==> config.mk <==
export PLATFORM = sky130hd
export DESIGN_NAME = apb_vec_mac
export DESIGN_NICKNAME = d
export VERILOG_FILES = /design/src/rtl/apb_vec_mac.sv
export SDC_FILE = /design/constraint.sdc
export NUM_CORES = 1
export LEC_CHECK = 0
export ABC_AREA = 1
export BUFFER_PORTS_ARGS = -buffer_cell sky130_fd_sc_hd__buf_4
export CAP_MARGIN = 20
export CELL_PAD_IN_SITES_DETAIL_PLACEMENT = 0
export CELL_PAD_IN_SITES_GLOBAL_PLACEMENT = 1
export CORE_ASPECT_RATIO = 1.75
export CORE_MARGIN = 4
export CORE_UTILIZATION = 50
export CTS_BUF_LIST = sky130_fd_sc_hd__clkbuf_16
export DETAILED_ROUTE_END_ITERATION = 8
export GPL_ROUTABILITY_DRIVEN = 0
export GPL_TIMING_DRIVEN = 0
export PLACE_DENSITY = 0.83
export SKIP_LAST_GASP = 1
export SYNTH_ARGS = -nofsm -noshare
export SYNTH_HDL_FRONTEND = slang
export SYNTH_SLANG_ARGS = --single-unit
==> constraint.sdc <==
create_clock -name HCLK -period 22.4 [get_ports HCLK]
set_input_delay 2.24 -clock HCLK [delete_from_list [all_inputs] [get_ports HCLK]]
set_output_delay 2.24 -clock HCLK [all_outputs]
set_load 0.02 [all_outputs]
==> src/rtl/apb_vec_mac.sv <==
// -----------------------------------------------------------------------------
// apb_vec_mac : APB-attached vector multiply/accumulate engine.
//
// Holds two operand banks (A, B) of N_ELEM unsigned DATA_WIDTH-bit elements,
// packed 32/DATA_WIDTH elements per APB word. A START write runs a sequential
// engine doing one multiply per cycle. MODE 0 stores per-element products in
// the result bank; MODE 1 accumulates them into a dot-product accumulator.
//
// Ports:
//   HCLK     in   clock, all state on rising edge
//   HRESET   in   asynchronous active-high reset
//   PADDR    in   APB address (byte offset, 4 KB window)
//   PWDATA   in   APB write data
//   PWRITE   in   APB write strobe
//   PSEL     in   APB slave select
//   PENABLE  in   APB access phase
//   PRDATA   out  read data, combinational from registers and PADDR
//   PREADY   out  tied 1 (no wait states)
//   PSLVERR  out  set for writes rejected while the engine is busy
//   irq_o    out  (only with ACC_IRQ_EN) registered DONE & IRQ_EN
//
// Optional feature macro: ACC_IRQ_EN (adds the irq_o output).
// -----------------------------------------------------------------------------
module apb_vec_mac #(
    parameter int APB_ADDR_WIDTH = 12,
    parameter int N_ELEM         = 9,
    parameter int DATA_WIDTH     = 8
) (
    input  logic                      HCLK,
    input  logic                      HRESET,
    input  logic [APB_ADDR_WIDTH-1:0] PADDR,
    input  logic [31:0]               PWDATA,
    input  logic                      PWRITE,
    input  logic                      PSEL,
    input  logic                      PENABLE,
    output logic [31:0]               PRDATA,
    output logic                      PREADY,
    output logic                      PSLVERR
`ifdef ACC_IRQ_EN
    ,
    output logic                      irq_o
`endif
);

    localparam int E     = 32 / DATA_WIDTH;             // elements per word
    localparam int PW    = 2 * DATA_WIDTH;              // product width
    localparam int ACC_W = PW + $clog2(N_ELEM);
    localparam int IDX_W = (N_ELEM > 1) ? $clog2(N_ELEM) : 1;

    localparam logic [1:0] S_IDLE   = 2'd0;
    localparam logic [1:0] S_RUN    = 2'd1;
    localparam logic [1:0] S_FINISH = 2'd2;

    // ------------------------------------------------------------------ state
    logic [DATA_WIDTH-1:0] a_q   [N_ELEM];
    logic [DATA_WIDTH-1:0] b_q   [N_ELEM];
    logic [PW-1:0]         res_q [N_ELEM];

    logic [1:0]       state_q, state_d;
    logic [IDX_W-1:0] idx_q, idx_d;
    logic [ACC_W-1:0] acc_q, acc_d;
    logic             done_q, done_d;
    logic             mode_q, mode_d;
    logic             irq_en_q, irq_en_d;

    // ----------------------------------------------------------------- decode
    // Offsets 0x000-0x3FF split into four 256-byte regions by PADDR[11:8]:
    // control/status, bank A, bank B, results. Region word index is PADDR[7:2].
    logic [3:0] region;
    logic [5:0] widx;
    logic       wr, busy;
    logic       sel_ctrl, sel_stat, sel_a, sel_b;

    assign region   = PADDR[11:8];
    assign widx     = PADDR[7:2];
    assign wr       = PSEL & PENABLE & PWRITE;
    assign busy     = (state_q != S_IDLE);
    assign sel_ctrl = (region == 4'd0) && (widx == 6'd0);
    assign sel_stat = (region == 4'd0) && (widx == 6'd1);
    assign sel_a    = (region == 4'd1);
    assign sel_b    = (region == 4'd2);

    logic unused_addr;
    assign unused_addr = ^PADDR[1:0];

    if (APB_ADDR_WIDTH > 12) begin : g_addr_hi
        logic unused_addr_hi;
        assign unused_addr_hi = ^PADDR[APB_ADDR_WIDTH-1:12];
    end

    assign PREADY  = 1'b1;
    // Bank and CTRL writes are locked out while running; STATUS W1C is not.
    assign PSLVERR = wr & busy & (sel_ctrl | sel_a | sel_b);

    // -------------------------------------------------------------- datapath
    logic [DATA_WIDTH-1:0] op_a, op_b;
    logic [PW-1:0]         prod;

    always_comb begin
        op_a = '0;
        op_b = '0;
        for (int i = 0; i < N_ELEM; i++) begin
            if (int'(idx_q) == i) begin
                op_a = a_q[i];
                op_b = b_q[i];
            end
        end
    end

    assign prod = PW'(op_a) * PW'(op_b);

    // ------------------------------------------------------------ control FSM
    always_comb begin
        state_d  = state_q;
        idx_d    = idx_q;
        acc_d    = acc_q;
        done_d   = done_q;
        mode_d   = mode_q;
        irq_en_d = irq_en_q;

        // W1C first so that the FINISH set below overrides it.
        if (wr && sel_stat && PWDATA[1]) done_d = 1'b0;

        case (state_q)
            S_IDLE: begin
                if (wr && sel_ctrl) begin
                    mode_d   = PWDATA[1];
                    irq_en_d = PWDATA[2];
                    if (PWDATA[0]) begin
                        done_d  = 1'b0;
                        acc_d   = '0;
                        idx_d   = '0;
                        state_d = S_RUN;
                    end
                end
            end
            S_RUN: begin
                if (mode_q) acc_d = acc_q + ACC_W'(prod);
                idx_d = idx_q + IDX_W'(1);
                if (idx_q == IDX_W'(N_ELEM - 1)) begin
                    idx_d   = '0;
                    state_d = S_FINISH;
                end
            end
            S_FINISH: begin
                done_d  = 1'b1;
                state_d = S_IDLE;
            end
            default: state_d = S_IDLE;
        endcase
    end

    always_ff @(posedge HCLK or posedge HRESET) begin
        if (HRESET) begin
            state_q  <= S_IDLE;
            idx_q    <= '0;
            acc_q    <= '0;
            done_q   <= 1'b0;
            mode_q   <= 1'b0;
            irq_en_q <= 1'b0;
        end else begin
            state_q  <= state_d;
            idx_q    <= idx_d;
            acc_q    <= acc_d;
            done_q   <= done_d;
            mode_q   <= mode_d;
            irq_en_q <= irq_en_d;
        end
    end

    // ------------------------------------------------------- banks / results
    // Elements past N_ELEM in the last word simply have no storage, so writes
    // to those lanes drop and reads return zero.
    always_ff @(posedge HCLK or posedge HRESET) begin
        if (HRESET) begin
            for (int i = 0; i < N_ELEM; i++) begin
                a_q[i]   <= '0;
                b_q[i]   <= '0;
                res_q[i] <= '0;
            end
        end else begin
            for (int i = 0; i < N_ELEM; i++) begin
                if (wr && !busy && sel_a && int'(widx) == i / E)
                    a_q[i] <= PWDATA[(i % E) * DATA_WIDTH +: DATA_WIDTH];
                if (wr && !busy && sel_b && int'(widx) == i / E)
                    b_q[i] <= PWDATA[(i % E) * DATA_WIDTH +: DATA_WIDTH];
                if (state_q == S_RUN && !mode_q && int'(idx_q) == i)
                    res_q[i] <= prod;
            end
        end
    end

    // --------------------------------------------------------------- readback
    logic [63:0] acc_ext;
    assign acc_ext = 64'(acc_q);

    always_comb begin
        PRDATA = '1;
        case (region)
            4'd0: begin
                case (widx)
                    6'd0:    PRDATA = {29'b0, irq_en_q, mode_q, 1'b0};
                    6'd1:    PRDATA = {30'b0, done_q, busy};
                    6'd2:    PRDATA = acc_ext[31:0];
                    6'd3:    PRDATA = acc_ext[63:32];
                    default: PRDATA = '1;
                endcase
            end
            4'd1, 4'd2: begin
                PRDATA = '0;
                for (int i = 0; i < N_ELEM; i++) begin
                    if (int'(widx) == i / E)
                        PRDATA[(i % E) * DATA_WIDTH +: DATA_WIDTH] =
                            (region == 4'd1) ? a_q[i] : b_q[i];
                end
            end
            4'd3: begin
                PRDATA = '0;
                for (int i = 0; i < N_ELEM; i++) begin
                    if (int'(widx) == i) PRDATA = 32'(res_q[i]);
                end
            end
            default: PRDATA = '1;
        endcase
    end

`ifdef ACC_IRQ_EN
    logic irq_q;
    always_ff @(posedge HCLK or posedge HRESET) begin
        if (HRESET) irq_q <= 1'b0;
        else        irq_q <= done_q & irq_en_q;
    end
    assign irq_o = irq_q;
`endif

endmodule

==> flow_summary.yaml, run 1 <==
floorplan:
  initial_core_util_pct: 50.6
  core_um2: 38500
  chipHeight_um: 269
  fp.dieW_um: 157
  ios: 83
  rows: 95
  die_area_um2: 42300
critical_path:
  cp_slowest_cell: "fa_1"
  cp-end-kind: "register"
  reg2reg_slack_ns: 14.05
  crit_top_cell: "nand2_1"
  worst_setup_path_start_kind: "register"
  rr_startpoint: "idx_q[1]$_DFFE_PP0P_"
  critPathLaunch: "idx_q[1]$_DFFE_PP0P_"
  cp_max_fo: 10
  critPathArrivalTime_ns: 8.78
  cp_slowest_stage_delay_ns: 0.55
  cp.required_ns: 22.83
  critical_path_class: "reg2reg"
detailed_routing:
  vias: 19000
  ant_nets: 0
  drtPass1Iterations: 9
  post-route-drc-count: 0
  wl_um: 79200
  wl_per_cell_um: 24.1
  vias_per_cell: 5.78
  drtIter0Drc: 1636
worst_hold_path:
  min_from: "res_q[53]$_DFFE_PP0P_"
  hp-class: "reg2reg"
timing:
  whs_ns: 0.481
  fin_crit_sh_pct: 37.3
  grt_setup_unrepaired: "false"
  max_freq_mhz: 120
  slew_headroom_pct: 15.1
  finClkSkew_ns: 0.0163
  fin_crit_ns: 8.35
  finalMaxSlewViolations: 0
  finalHoldViolations: 0
  worst_pin_slew_ns: 1.26
  setup_viol: 0
  timing.setup.tns_ns: 0
synthesis:
  synth_top_family_by_area: "simple AND/OR/NAND/NOR gates"
  syn_area_um2: 19500
  post_synth.cell_area_avg_um2: 7.34
  yosysTopAreaCell: "dfrtp_1"
  yosys.area_share.adder_pct: 7.39
  synth_seq_area_share_pct: 40.7
  ys_warn_count: 0
  ys_seq_elements: 317
  synthXorXnorAreaFrac_pct: 0.314
  synth.mux.area_fraction_pct: 0
  synthSimpleGateAreaFrac_pct: 25.1
  netlist_instances: 2657
  synth_compound_area_share_pct: 16.9
  synth_fp_nets: 2799
  yosys-top-cells-area: "dfrtp_1 41%, nand2_1 13%, o21ai_0 10%"
  ys_types: 52
  netlist.area_leader.share_pct: 40.7
clock_tree:
  postCtsSetupBuffers: 0
  cts_resized: 0
  clockBufferDepth: 3
  clock-root-buffer: "clkbuf_16"
  clk_pin_slew_ns: 0.07
  clk_latency_ns: 0.54
  holdBufCountCts: 0
  cts_inserted_buffers: 34
  cts_tree: "built"
  cts.sinks: 317
  cts_htree_levels: 2
grt:
  track_usage_pct: 37.1
  overflow: 0
  grt_pass1_vias: 18900
  grt_max_degree: 119
  antenna_found_initial: 0
  grt_first_pass_wirelength_um: 117000
cells_and_area:
  syn_to_final_growth_pct: 12.1
  layout-drive-gt1-share_pct: 9.62
  final_cell_count_no_fill: 3283
  final_net_count: 2917
power_and_ir_drop:
  sw_frac_of_total_pct: 26.9
  total_power_uw: 1300
  power.density_nw_per_um2: 59.7
  ir_drop_v: 0.0000565
  p_seq_share_pct: 45.4
  intPower_uw: 953
  p_leak_uw: 0.0108
  p_clk_share_pct: 44.2
  power.switching_uw: 352
  power.share.combinational_pct: 10.4
run:
  max_cap_viol_count: 0
outcome:
  status: "completed"
placement:
  io_buffers: 79
  place_inst: 3224
  place.detailed.hpwl_um: 62300
[stage by stage]
stage / setup slack [ns] / area [um2] / utilization [%]
after floorplan: 11.39 / 19500 / -
after global placement: 7.74 / 20700 / 53.7
after global routing: 13.40 / 21900 / 56.8
after detailed placement: 14.25 / 20800 / 53.9
final: 14.05 / 21900 / 56.8
after CTS: 14.23 / 21900 / 56.8
[power by group through the flow]
stage | logic [uW] | clock network (uW) | registers (uW)
after CTS | 134 | 579 | 592
after floorplan | 80.1 | 0 | 601
after global placement | 130 | 0 | 603
after detailed placement | 133 | 0 | 603
final | 136 | 576 | 592
after global routing | 149 | 598 | 594
[cell usage in the layout, fill, tap and decap left out, drive strengths merged, types with 4 or more instances in the layout]
cell	count
a21oi	152
buf	140
clkbuf	101
clkinv	13
dfrtp	317
fa	37
ha	56
inv	344
nand2	713
nand3	140
nand3b	4
nand4	23
nor2	225
nor3	8
o211ai	7
o21ai	427
o221ai	7
o22ai	31
or2	29
xor2	4
[Yosys cell counts (all sizes together)]
| cell type | number |
|---|---|
| a31oi | 2 |
| clkinv | 2 |
| nand3 | 140 |
| or3 | 1 |
| dfrtp | 317 |
| clkbuf | 64 |
| a32oi | 1 |
| fa | 37 |
| o21bai | 1 |
| ha | 56 |
| o311ai | 1 |
| o221ai | 7 |
| nor2 | 225 |
| conb | 1 |
| a21boi | 1 |
| a21oi | 152 |
| o21a | 1 |
| inv | 337 |
| o22ai | 31 |
| o21ai | 427 |
| xor2 | 4 |
| and2 | 2 |
| a211oi | 1 |
| buf | 58 |
| or2 | 29 |
| nand4 | 23 |
| nand3b | 4 |
| nor3 | 8 |
| a21o | 1 |
| xnor2 | 3 |
| o211ai | 7 |
| nand2 | 713 |
[state kept, by name (all words and copies together) (netlist names), 2 cells and up]
register,count
state_q,2
b_q,72
res_q,144
acc_q,20
idx_q,4
a_q,72
[cells by family after synthesis]
| logic type | after synthesis |
|---|---|
| AND/OR/NAND/NOR | 1145 |
| flip-flops | 317 |
| buffers and inverters | 461 |
| other | 1 |
| AO/OA/AOI/OAI | 633 |
| adder cells (fa/ha/maj) | 93 |
| XOR/XNOR | 7 |
[layout make-up]
class | count | area, um2
fillers | 3816 | 16600
plain buffers | 122 | 586
multi-input cells | 1879 | 9700
flip-flops and latches | 317 | 7930
repair buffers | 82 | 656
clock inverters | 21 | 170
diodes | 1 | 2.50
clock buffers | 37 | 926
well taps | 485 | 607
inverters | 339 | 1290
[worst max-delay path, delay by kind of cell, from the launching register on]
| kind | cells | cell delay [ns] |
|---|---|---|
| simple gates | 15 | 2.70 |
| compound gates | 4 | 1.09 |
| buf+inv | 10 | 1.05 |
| fa+ha+maj | 7 | 3.00 |
| flops | 1 | 0.41 |
[worst paths after layout]
path                                              end  cells after the start
worst max-delay path            acc_q[17]$_DFFE_PP0P_                     36
worst min-delay path            res_q[53]$_DFFE_PP0P_                      2
worst max register to register  acc_q[17]$_DFFE_PP0P_                     36
worst min register to register  res_q[53]$_DFFE_PP0P_                      2
max in group asynchronous         b_q[25]$_DFFE_PP0P_                      3
min in group asynchronous       res_q[10]$_DFFE_PP0P_                      2
[layer usage]
metal | track usage (%) | wire length (um) | vias up
met5 | 0 | 0 | -
met4 | 33.6 | 9430 | 0
met3 | 5.10 | 4570 | 294
met2 | 62.8 | 38900 | 853
met1 | 39.1 | 26300 | 9050
li1 | - | - | 8795
(Power assumes the default switching activity.)
==> run 2: changes to the inputs <==
--- a/config.mk
+++ b/config.mk
@@ -12,12 +12,12 @@
 export CELL_PAD_IN_SITES_GLOBAL_PLACEMENT = 1
 export CORE_ASPECT_RATIO = 1.75
 export CORE_MARGIN = 4
-export CORE_UTILIZATION = 50
+export CORE_UTILIZATION = 42
 export CTS_BUF_LIST = sky130_fd_sc_hd__clkbuf_16
 export DETAILED_ROUTE_END_ITERATION = 8
 export GPL_ROUTABILITY_DRIVEN = 0
 export GPL_TIMING_DRIVEN = 0
-export PLACE_DENSITY = 0.83
+export PLACE_DENSITY = 0.74
 export SKIP_LAST_GASP = 1
 export SYNTH_ARGS = -nofsm -noshare
 export SYNTH_HDL_FRONTEND = slang
==> constraint.sdc (replaced) <==
create_clock -name HCLK -period 7.32 [get_ports HCLK]
set_input_delay 0.732 -clock HCLK [delete_from_list [all_inputs] [get_ports HCLK]]
set_output_delay 0.732 -clock HCLK [all_outputs]
set_load 0.02 [all_outputs]
==> run 2 against run 1 <==
Clock-buffer cell count down 6. Total power rose to 3.0 times the previous value. Maximum frequency up 18%. Largest cell class unchanged. Largest power group unchanged.
==> flow_summary.yaml, run 2 (synthesized netlist as in run 1, its figures left out) <==
detailed_routing:
  topRoutingLayerUsed: "met4"
  wl_met3_um: 3830
  wl_per_cell_um: 24.3
  wl_um: 82900
  met2_length_um: 41600
  ant_nets: 0
  post-route-drc-count: 0
  drtIter0Drc: 1862
  drtPass1Iterations: 6
  vias: 19000
  m1WireLength_um: 27900
  vias_per_cell: 5.57
timing:
  finalHoldViolations: 0
  slew_headroom_pct: 23.2
  finalMaxSlewViolations: 0
  worst_pin_slew_ns: 1.14
  max_freq_mhz: 141
  fin_crit_ns: 7.08
  setup_viol: 0
  fin_crit_sh_pct: 96.7
  whs_ns: 0.139
  finClkSkew_ns: 0.0228
floorplan:
  rows: 104
  core_um2: 45900
  fp.dieW_um: 171
  chipHeight_um: 293
  ios: 83
  die_area_um2: 50100
  initial_core_util_pct: 42.5
critical_path:
  cp_slowest_cell: "fa_1"
  critical_path_class: "reg2reg"
  crit_top_cell: "nand4_1"
  worst_setup_path_start_kind: "register"
  cp_top_family: "adder cells"
  cp.required_ns: 7.80
  cp_max_fo: 10
  crit_buf_inv: 7
  cp-end-kind: "register"
  critPathArrivalTime_ns: 7.56
  cp_slowest_stage_delay_ns: 0.56
worst_hold_path:
  hp-class: "in2async"
run:
  max_cap_viol_count: 0
cells_and_area:
  largest_register_ffs: 144
  layout-drive-gt1-share_pct: 14.2
  multi_input_area_um2: 10300
  seq_area_um2: 7940
  final_cell_count_no_fill: 3408
  top_register: "res_q"
  diodes: 0
  layout.cells.most_common_list: "668 x nand2_1, 399 x o21ai_0, 322 x inv_1"
  final_net_count: 2947
  fill_cells: 4620
  syn_to_final_growth_pct: 17.1
  final_common_cell: "nand2_1"
  reg.largest.list: "res_q x144, a_q x72, b_q x72"
clock_tree:
  cts.sinks: 317
  cts_inserted_buffers: 31
  cts_tree: "built"
  clockBufferDepth: 3
  clock-root-buffer: "clkbuf_16"
  clk_latency_ns: 0.61
  cts_htree_levels: 1
  clk_pin_slew_ns: 0.06
grt:
  grt_max_degree: 43
  antenna_found_initial: 0
  grt_pass1_vias: 18600
  track_usage_pct: 32.6
  grt_first_pass_wirelength_um: 120000
  overflow: 0
placement:
  io_buffers: 79
  place_inst: 3328
  place.detailed.hpwl_um: 65700
power_and_ir_drop:
  ir_drop_v: 0.000176
  p_leak_uw: 0.0111
  power.density_nw_per_um2: 172
outcome:
  status: "completed"
==> run 2: changes by cell type in the layout (fill, tap and decap cells not counted), sizes merged <==
cell,before,now
bufinv,3,4
buf,140,167
inv,344,347
diode,1,0
clkinvlp,0,1
clkinv,13,9
==> run 2: layout make-up <==
cell class | count | share of cell area [%]
multi-input cells | 1879 | 45.1
flip-flops and latches | 317 | 34.8
inverters | 339 | 5.64
repair buffers | 116 | 4.42
clock buffers | 31 | 3.40
well taps | 583 | 3.20
plain buffers | 121 | 2.60
clock inverters | 22 | 0.882
==> run 2: final timing paths <==
| check | slack, ns | endpoint | from | depth (start not counted) |
|---|---|---|---|---|
| max in group asynchronous | 6.05 | res_q[8]$_DFFE_PP0P_ | HRESET | 5 |
| min | 0.14 | res_q[132]$_DFFE_PP0P_ | HRESET | 2 |
| min reg2reg | 0.48 | res_q[117]$_DFFE_PP0P_ | res_q[117]$_DFFE_PP0P_ | 2 |
| max | 0.24 | acc_q[19]$_DFFE_PP0P_ | idx_q[0]$_DFFE_PP0P_ | 35 |
| min in group HCLK | 0.37 | a_q[10]$_DFFE_PP0P_ | PWDATA[26] | 3 |
| max reg2reg | 0.24 | acc_q[19]$_DFFE_PP0P_ | idx_q[0]$_DFFE_PP0P_ | 35 |
==> run 2: per-stage QoR <==
stage                     setup WS (ns)  TNS [ns]  utilization (%)  instance area (um2)  power, uW
after floorplan                   0.775         0                -                19500       2080
after global placement            -1.01     -5.75             45.3                20800       2260
after detailed placement         -0.998     -6.38             45.7                21000       2270
after CTS                       0.00398         0             48.5                22300       3910
after global routing            -0.0217   -0.0217             49.7                22800       4040
final                             0.241         0             49.7                22800       3930
==> run 2: power breakdown <==
part | internal, uW | switching [uW] | leakage, uW | total [uW]
Clock | 901 | 732 | 0.000517 | 1630
Sequential | 1790 | 32.9 | 0.00405 | 1820
Combinational | 152 | 329 | 0.00649 | 481
Total | 2840 | 1090 | 0.0111 | 3930
==> run 2: timing repair <==
| item | 4_1_cts | 5_1_grt |
|---|---|---|
| hold buffers | 0 | 0 |
| cloned | 0 | 1 |
| resized for setup | 46 | 111 |
| setup endpoints to repair | 11 | 12 |
| buffers inserted | 11 | 14 |
| pin swaps | 10 | 29 |
==> run 2: per-layer routing <==
metal  up-vias  GRT usage, %
met2       749          57.6
met3       288          2.99
li1       8845             -
met4         0          27.7
met1      9103          34.3
met5         -             0
